--- config.mk ---
export PLATFORM = sky130hd
export DESIGN_NAME = mrd_fsm_source
export DESIGN_NICKNAME = d
export VERILOG_FILES = /design/src/rtl/mrd_fsm_source.sv
export SDC_FILE = /design/constraint.sdc
export NUM_CORES = 1
export LEC_CHECK = 0
export BUFFER_PORTS_ARGS = -buffer_cell sky130_fd_sc_hd__buf_2
export CAP_MARGIN = 20
export CORE_ASPECT_RATIO = 0.75
export CORE_MARGIN = 3
export CORE_UTILIZATION = 43
export CTS_CLUSTER_DIAMETER = 80
export CTS_CLUSTER_SIZE = 40
export DETAILED_ROUTE_END_ITERATION = 8
export PLACE_DENSITY = 0.85
export SYNTH_ARGS = -nofsm -noshare
export SYNTH_HDL_FRONTEND = slang
export SYNTH_SLANG_ARGS = --single-unit
--- constraint.sdc ---
create_clock -name clk -period 2.26 [get_ports clk]
set_input_delay 0.113 -clock clk [delete_from_list [all_inputs] [get_ports clk]]
set_output_delay 0.113 -clock clk [all_outputs]
set_load 0.005 [all_outputs]
--- src/rtl/mrd_fsm_source.sv ---
// Source-side reader for the mixed-radix DFT memory: replays one frame from the
// 7 RAM banks in sink order (bank 0..6 per address) as a valid/sop/eop stream.
module mrd_fsm_source #(
    parameter int wADDR  = 8,
    parameter int wDATA  = 32,
    parameter int RD_LAT = 2
) (
    input  logic                 clk,
    input  logic                 rst_n,
    input  logic [2:0]           fsm,
    input  logic [11:0]          frame_len,
    output logic [wADDR-1:0]     rdaddr,
    output logic [6:0]           rden,
    input  logic [7*wDATA-1:0]   rddata,
    output logic                 out_valid,
    output logic                 out_sop,
    output logic                 out_eop,
    output logic [wDATA-1:0]     out_data,
    output logic                 source_done,
    output logic                 overTime
);

    localparam logic [2:0] SRC = 3'd5;

    typedef enum logic {ST_IDLE, ST_ISSUE} state_t;

    state_t             state;
    logic [2:0]         fsm_q;
    logic [11:0]        len_r;
    logic [11:0]        cnt;
    logic [2:0]         bank_idx;
    logic [wADDR-1:0]   addr;
    logic [11:0]        cnt_ot;

    logic [RD_LAT:0]    p_valid;
    logic [RD_LAT:0]    p_first;
    logic [RD_LAT:0]    p_last;
    logic [2:0]         p_bank [0:RD_LAT];

    logic               in_src;
    logic               start;
    logic               issue_fire;
    logic [wDATA-1:0]   sel_data;

    assign in_src     = (fsm == SRC);
    assign start      = in_src && (fsm_q != SRC);
    assign issue_fire = !start && (state == ST_ISSUE) && in_src && (len_r != 12'd0);

    // Pick the bank word that was addressed RD_LAT cycles ago; bank 0 sits in the top slice.
    always_comb begin
        sel_data = '0;
        for (int k = 0; k < 7; k++) begin
            if (p_bank[RD_LAT] == 3'(k)) begin
                sel_data = rddata[(6-k)*wDATA +: wDATA];
            end
        end
    end

    always_ff @(posedge clk) begin
        if (!rst_n) begin
            state       <= ST_IDLE;
            fsm_q       <= '0;
            len_r       <= '0;
            cnt         <= '0;
            bank_idx    <= '0;
            addr        <= '0;
            cnt_ot      <= '0;
            rdaddr      <= '0;
            rden        <= '0;
            out_valid   <= 1'b0;
            out_sop     <= 1'b0;
            out_eop     <= 1'b0;
            out_data    <= '0;
            source_done <= 1'b0;
            overTime    <= 1'b0;
            p_valid     <= '0;
            p_first     <= '0;
            p_last      <= '0;
            for (int k = 0; k <= RD_LAT; k++) begin
                p_bank[k] <= '0;
            end
        end else begin
            fsm_q       <= fsm;
            cnt_ot      <= in_src ? cnt_ot + 12'd1 : 12'd0;
            overTime    <= (cnt_ot == 12'd2047);
            source_done <= in_src && out_valid && out_eop;
            rden        <= '0;

            if (start) begin
                len_r    <= frame_len;
                cnt      <= '0;
                bank_idx <= '0;
                addr     <= '0;
                state    <= ST_ISSUE;
            end else if (!in_src) begin
                state <= ST_IDLE;
            end else if (state == ST_ISSUE) begin
                if (len_r == 12'd0) begin
                    state       <= ST_IDLE;
                    source_done <= 1'b1;
                end else begin
                    rden   <= 7'b1000000 >> bank_idx;
                    rdaddr <= addr;
                    cnt    <= cnt + 12'd1;
                    if (bank_idx == 3'd6) begin
                        bank_idx <= '0;
                        addr     <= addr + wADDR'(1);
                    end else begin
                        bank_idx <= bank_idx + 3'd1;
                    end
                    if (cnt == len_r - 12'd1) begin
                        state <= ST_IDLE;
                    end
                end
            end

            // Issue tags travel alongside the RAM latency; leaving Source kills every stage at once.
            p_valid[0] <= issue_fire;
            p_first[0] <= (cnt == 12'd0);
            p_last[0]  <= (cnt == len_r - 12'd1);
            p_bank[0]  <= bank_idx;
            for (int k = 1; k <= RD_LAT; k++) begin
                p_valid[k] <= in_src && p_valid[k-1];
                p_first[k] <= p_first[k-1];
                p_last[k]  <= p_last[k-1];
                p_bank[k]  <= p_bank[k-1];
            end

            out_valid <= in_src && p_valid[RD_LAT];
            out_sop   <= in_src && p_valid[RD_LAT] && p_first[RD_LAT];
            out_eop   <= in_src && p_valid[RD_LAT] && p_last[RD_LAT];
            if (p_valid[RD_LAT]) begin
                out_data <= sel_data;
            end
        end
    end

endmodule

### Yosys cells after proc, flatten, opt, wreduce, memory -nomap -nowiden

Memory sizes are Yosys's and may differ from the RTL's.
Cells that the tools add are included.

* input bits: 241
* bits in writable memories: 9
* memories kept: 1
* register bits: 112
* logic and storage cells: 88
* output and inout bits: 52

* mux-type cells: 22
* shifts and indexed selects: 1
* equality and inequality tests: 11
* bitwise logic cells: 8
* reduce and logical (&&, ||, !) cells: 22
* add/sub/neg operators: 5

Memories
* p_bank: depth 3, bits a word 3, read ports 3, clocked after memory_dff 0, write ports 3, line 38 `logic [2:0] p_bank [0:RD_LAT];`

Operators by type and width (count)
* $mux 32: 7
* $add 12x1->12 const B: 2
* $logic_not 12->1: 2
* $eq 3x3->1 const B: 5
* $eq 12x11->1 const B: 1
* $eq 12x12->1: 1
* $mux 3: 4
* $reduce_bool 12->1: 1
* $sub 12x1->12 const B: 1
* $logic_and 1x1->1: 11
* $mux 1: 11
* $add 8x1->8 const B: 1
* $reduce_and 4->1: 2
* $shr 7x3->7 const A: 1
* $eq 3x2->1 const B: 2
* $not 1->1: 5
* $reduce_or 5->1: 1
* $add 3x1->3 const B: 1
* $eq 3x1->1 const B: 1
* $logic_not 3->1: 1
* $ne 3x3->1 const B: 1
* $or 1x1->1: 3
* $reduce_and 3->1: 1
* $reduce_and 2->1: 1
* other kinds (2): 2

### Depth between registers and ports, before layout

* depth after elaboration: 8
* depth in mapped cells: 11
* depth with buffers taken out: 8

### Worst setup path after synthesis

No wires, ideal clock.

* kind: reg-to-reg
* start point: register len_r[0]
* end point: register addr[7]
* stages on the path, launching flop included: 11
* data required time: 2132 ps
* data arrival time: 2131 ps
* slack: 1 ps
* library setup time: 128 ps
* path buffers: 2
* period minus slack after synthesis: 2259 ps
* cell sequence: dfxtp_1 -> clkbuf_1 -> inv_1 -> ha_1 -> clkbuf_1 -> nand2b_1 -> nor4_4 -> nor4_2 -> and3_1 -> xnor2_1 -> nor2_1

* cells in the longest elaborated chain, start to end: 3

Ends and longest elaborated chain
* from (decl): line 29 `logic [11:0] len_r;`
* from (signal assigned): line 90 `len_r <= frame_len;`
* $logic_not 12->1: line 98 `if (len_r == 12'd0) begin`
* $not 1->1 (no line)
* $reduce_and 4->1 (no line)
* to (signal assigned): line 107 `addr <= addr + wADDR'(1);`
* to (decl): line 32 `logic [wADDR-1:0] addr;`

No other way between the ends.
A chain may end at the register's enable or synchronous reset.

### Final worst setup path

* start point: register len_r[2]
* end point: register p_last[0]

* cells in the longest elaborated chain, start to end: 2

Ends and longest elaborated chain
* $sub 12x1->12: line 120 `p_last[0] <= (cnt == len_r - 12'd1);`
* $eq 12x12->1: line 120
* to (signal assigned): line 120
* to (signal, indexed assignment): line 125 `p_last[k] <= p_last[k-1];`
* to (decl): line 37 `logic [RD_LAT:0] p_last;`

No other way between the ends.

==> metrics.txt <==
leakage power=~4.0 nW; setup bufs post-CTS=0; crit share post-route=0.932; status=completed; Hold Slack=between 0.03 and 0.04 ns; final setup fails=0; DR iter-0 viols=504; initial antenna violation count=0; Post-synth EDFFs=0; fmax=0.475 GHz; clk root buf=clkbuf_16; Crit path buffers/inverters=1; crit path capture type=flip-flop; TNS Setup=0 ns; delay of the slowest critical-path stage=roughly 0.4 ns; Port Buffers=just under 300; DIE AREA=16900 um^2; vias per cell=approximately 5.5; Worst-path clk slew=0.06 ns; vias in the first global route=6853; area growth from synthesis to final layout=37.1%; critical path class=reg2reg; ys async rst share=0; post-DP HPWL=around 17000 um; Layout Utilization=0.613; Post-Syn Instances=a little over 800; TritonRoute pass-1 iters=5; Routed Antenna Nets=0; GP Congestion=roughly 0.9; via count=7326; yosys warns=0; CTS tree=done; grt total ovfl=0; Synth cell types=48; CTS Buf Count=17; H-Tree Level Count=4; Synth Area per Inst=7.94 um^2; PD cells=592 nW/um^2; clk buf depth=2; CP arrival=approximately 2.4 ns; CP cell instances=or3_1 > buf_4 > nor4_1 > xnor2_1 > nor4_1 > nor4b_1; nets=between 1000 and 1500; Routed WL=between 20000 and 25000 um; clk_lat worst skew=just over 0.4 ns; Die Span Y=about 110 um; sequential share of the synthesized area=0.367; post-DR wirelength/cell=roughly 17 um; first-pass GRT wire length=between 30000 and 40000 um; element type at the critical path start=flip-flop; Die Width=149 um; slowest stage cell on the critical path=nor4_1; Worst Hold Class=in2reg; Mapped Area=6590 um^2; io pins=approximately 290; dominant synthesized flop cell=dfxtp_1; clk_skew=0.00858 ns; Fin. Hold Viols=0; share of post-route cells with drive strength above 1=0.324; max-capacitance violation count=0; Core ar.=about 15000 um^2; Max Slew Vio Count=0; fillcell total=approximately 1400; Initial Utilization=0.447; syn_nets=between 1000 and 1500; Worst-Margin Slew=a little over 0.8 ns; CP Max Fanout=7; Crit path required time=approximately 2.6 ns; largest net degree at the start of global routing=50; Rel. slew slack=0.454; RSZ-0062 raised after global routing=false; Top delay family on crit path=simple AND/OR/NAND/NOR gates; Cell Rows=38; fin crit period=approximately 2.1 ns; CP dominant cell by count=nor4_1; VDD IR max=469 uV; Sink Count=approximately 120; number of remaining DRC errors=0; ANT cells=0; flops & latches, synth=121; Total GRT Usage=0.262
==> cell usage after synthesis (15+ instances only) <==
master,number,area [um^2]
and2_1,16,100
xnor2_1,17,149
clkbuf_1,58,218
dfxtp_1,121,2420
a22o_1,32,280
o221ai_1,23,201
mux2i_1,46,460
and3_1,21,131
xor2_1,19,166
a21oi_1,82,410
nor2_1,130,488
o21ai_0,21,105
nand3_1,15,75.1
o211ai_1,23,173
nand2b_1,28,175
nand2_1,68,255
==> through the flow <==
stage,power [mW],worst slack [ns],std cells,area (um^2)
6_report,5.35,0.155,1332,9040
5_1_grt,5.56,0.0150,1332,9040
4_1_cts,5.39,0.132,1331,9030
3_5_place_dp,2.69,0.171,1284,8300
2_1_floorplan,2.42,0.00105,830,6590
3_3_place_gp,2.68,0.175,1284,8300
==> area by class of cell <==
type                            instances  area [um^2]  share of cell area
Multi-Input combinational cell        633         3880               0.429
Sequential cell                       121         2430               0.269
Timing Repair Buffer                  336         1860               0.205
Clock buffer                           19          443              0.0490
Tap cell                              200          250              0.0277
Clock inverter                         13          143              0.0158
Inverter                               10         37.5             0.00415
==> logic make-up (layout without fill, tap and decap cells) <==
| logic type | Yosys count | count (layout) | synth area share |
|---|---|---|---|
| AO/OA/AOI/OAI | 205 | 205 | 0.208 |
| multiplexers | 47 | 47 | 0.0715 |
| flip-flops | 121 | 121 | 0.367 |
| buffers and inverters | 77 | 378 | 0.0455 |
| AND/OR/NAND/NOR | 339 | 340 | 0.250 |
| adder cells (fa/ha/maj) | 5 | 5 | 0.00949 |
| XOR/XNOR | 36 | 36 | 0.0478 |
==> path summary, 6_finish.rpt <==
check                           slack [ns]  cells after the start                        to             startpoint
worst max-delay path                  0.15                      6      p_last[0]$_SDFF_PN0_  len_r[2]$_SDFFE_PN0P_
worst min register to register        0.43                      1     p_first[1]$_SDFF_PN0_  p_first[0]$_SDFF_PN0_
worst min-delay path                  0.03                      3  out_data[7]$_SDFFE_PN0P_              rddata[7]
worst max register to register        0.15                      6      p_last[0]$_SDFF_PN0_  len_r[2]$_SDFFE_PN0P_
==> metal layers <==
metal	track usage	part of all wire	vias to the layer above
li1	-	-	3541
met4	0.0701	0.014	0
met3	0.0596	0.075	31
met5	0	0	-
met2	0.431	0.46	341
met1	0.350	0.45	3413
==> where the power goes <==
group / internal, mW / leakage, nW / switching, mW
combinational: 0.279 / 2.72 / 0.233
sequential: 2.15 / 0.979 / 0.0118
clock: 1.66 / 0.285 / 1.02
==> tightest hold or removal path: stages <==
cell	delay [ns]
buf_2	0.07
o211ai_1	0.08
a21oi_1	0.13
==> flip-flops by register name (all words and copies together), names as in the netlist <==
signal,count
source_done,1
p_last,3
rdaddr,8
state,1
cnt,12
bank_idx,3
len_r,12
p_first,3
rden,7
cnt_ot,12
fsm_q,3
addr,8
overTime,1
out_sop,1
out_valid,1
out_eop,1
p_valid,3
out_data,32
p_bank,9
==> timing repair <==
action,CTS,global route
endpoints found under the setup margin,0,10
hold buffers,15,0
endpoints found under the hold margin,15,0
resized for setup,0,2
==> cell usage in the layout (no fill, tap or decap), types with 11 or more instances in the layout <==
cell type / instances
buf_2: 292
nor2_1: 130
dfxtp_1: 116
a21oi_1: 82
nand2_1: 68
mux2i_1: 46
a22o_1: 32
nand2b_1: 28
buf_4: 26
o221ai_1: 23
o211ai_1: 23
and3_1: 21
o21ai_0: 21
xor2_1: 19
xnor2_1: 17
clkbuf_16: 17
and2_1: 16
nand3_1: 15
dlygate4sd3_1: 15
nand4_1: 12
or3_1: 11
a221oi_1: 11
No activity file was read; power rests on OpenSTA's default activity.
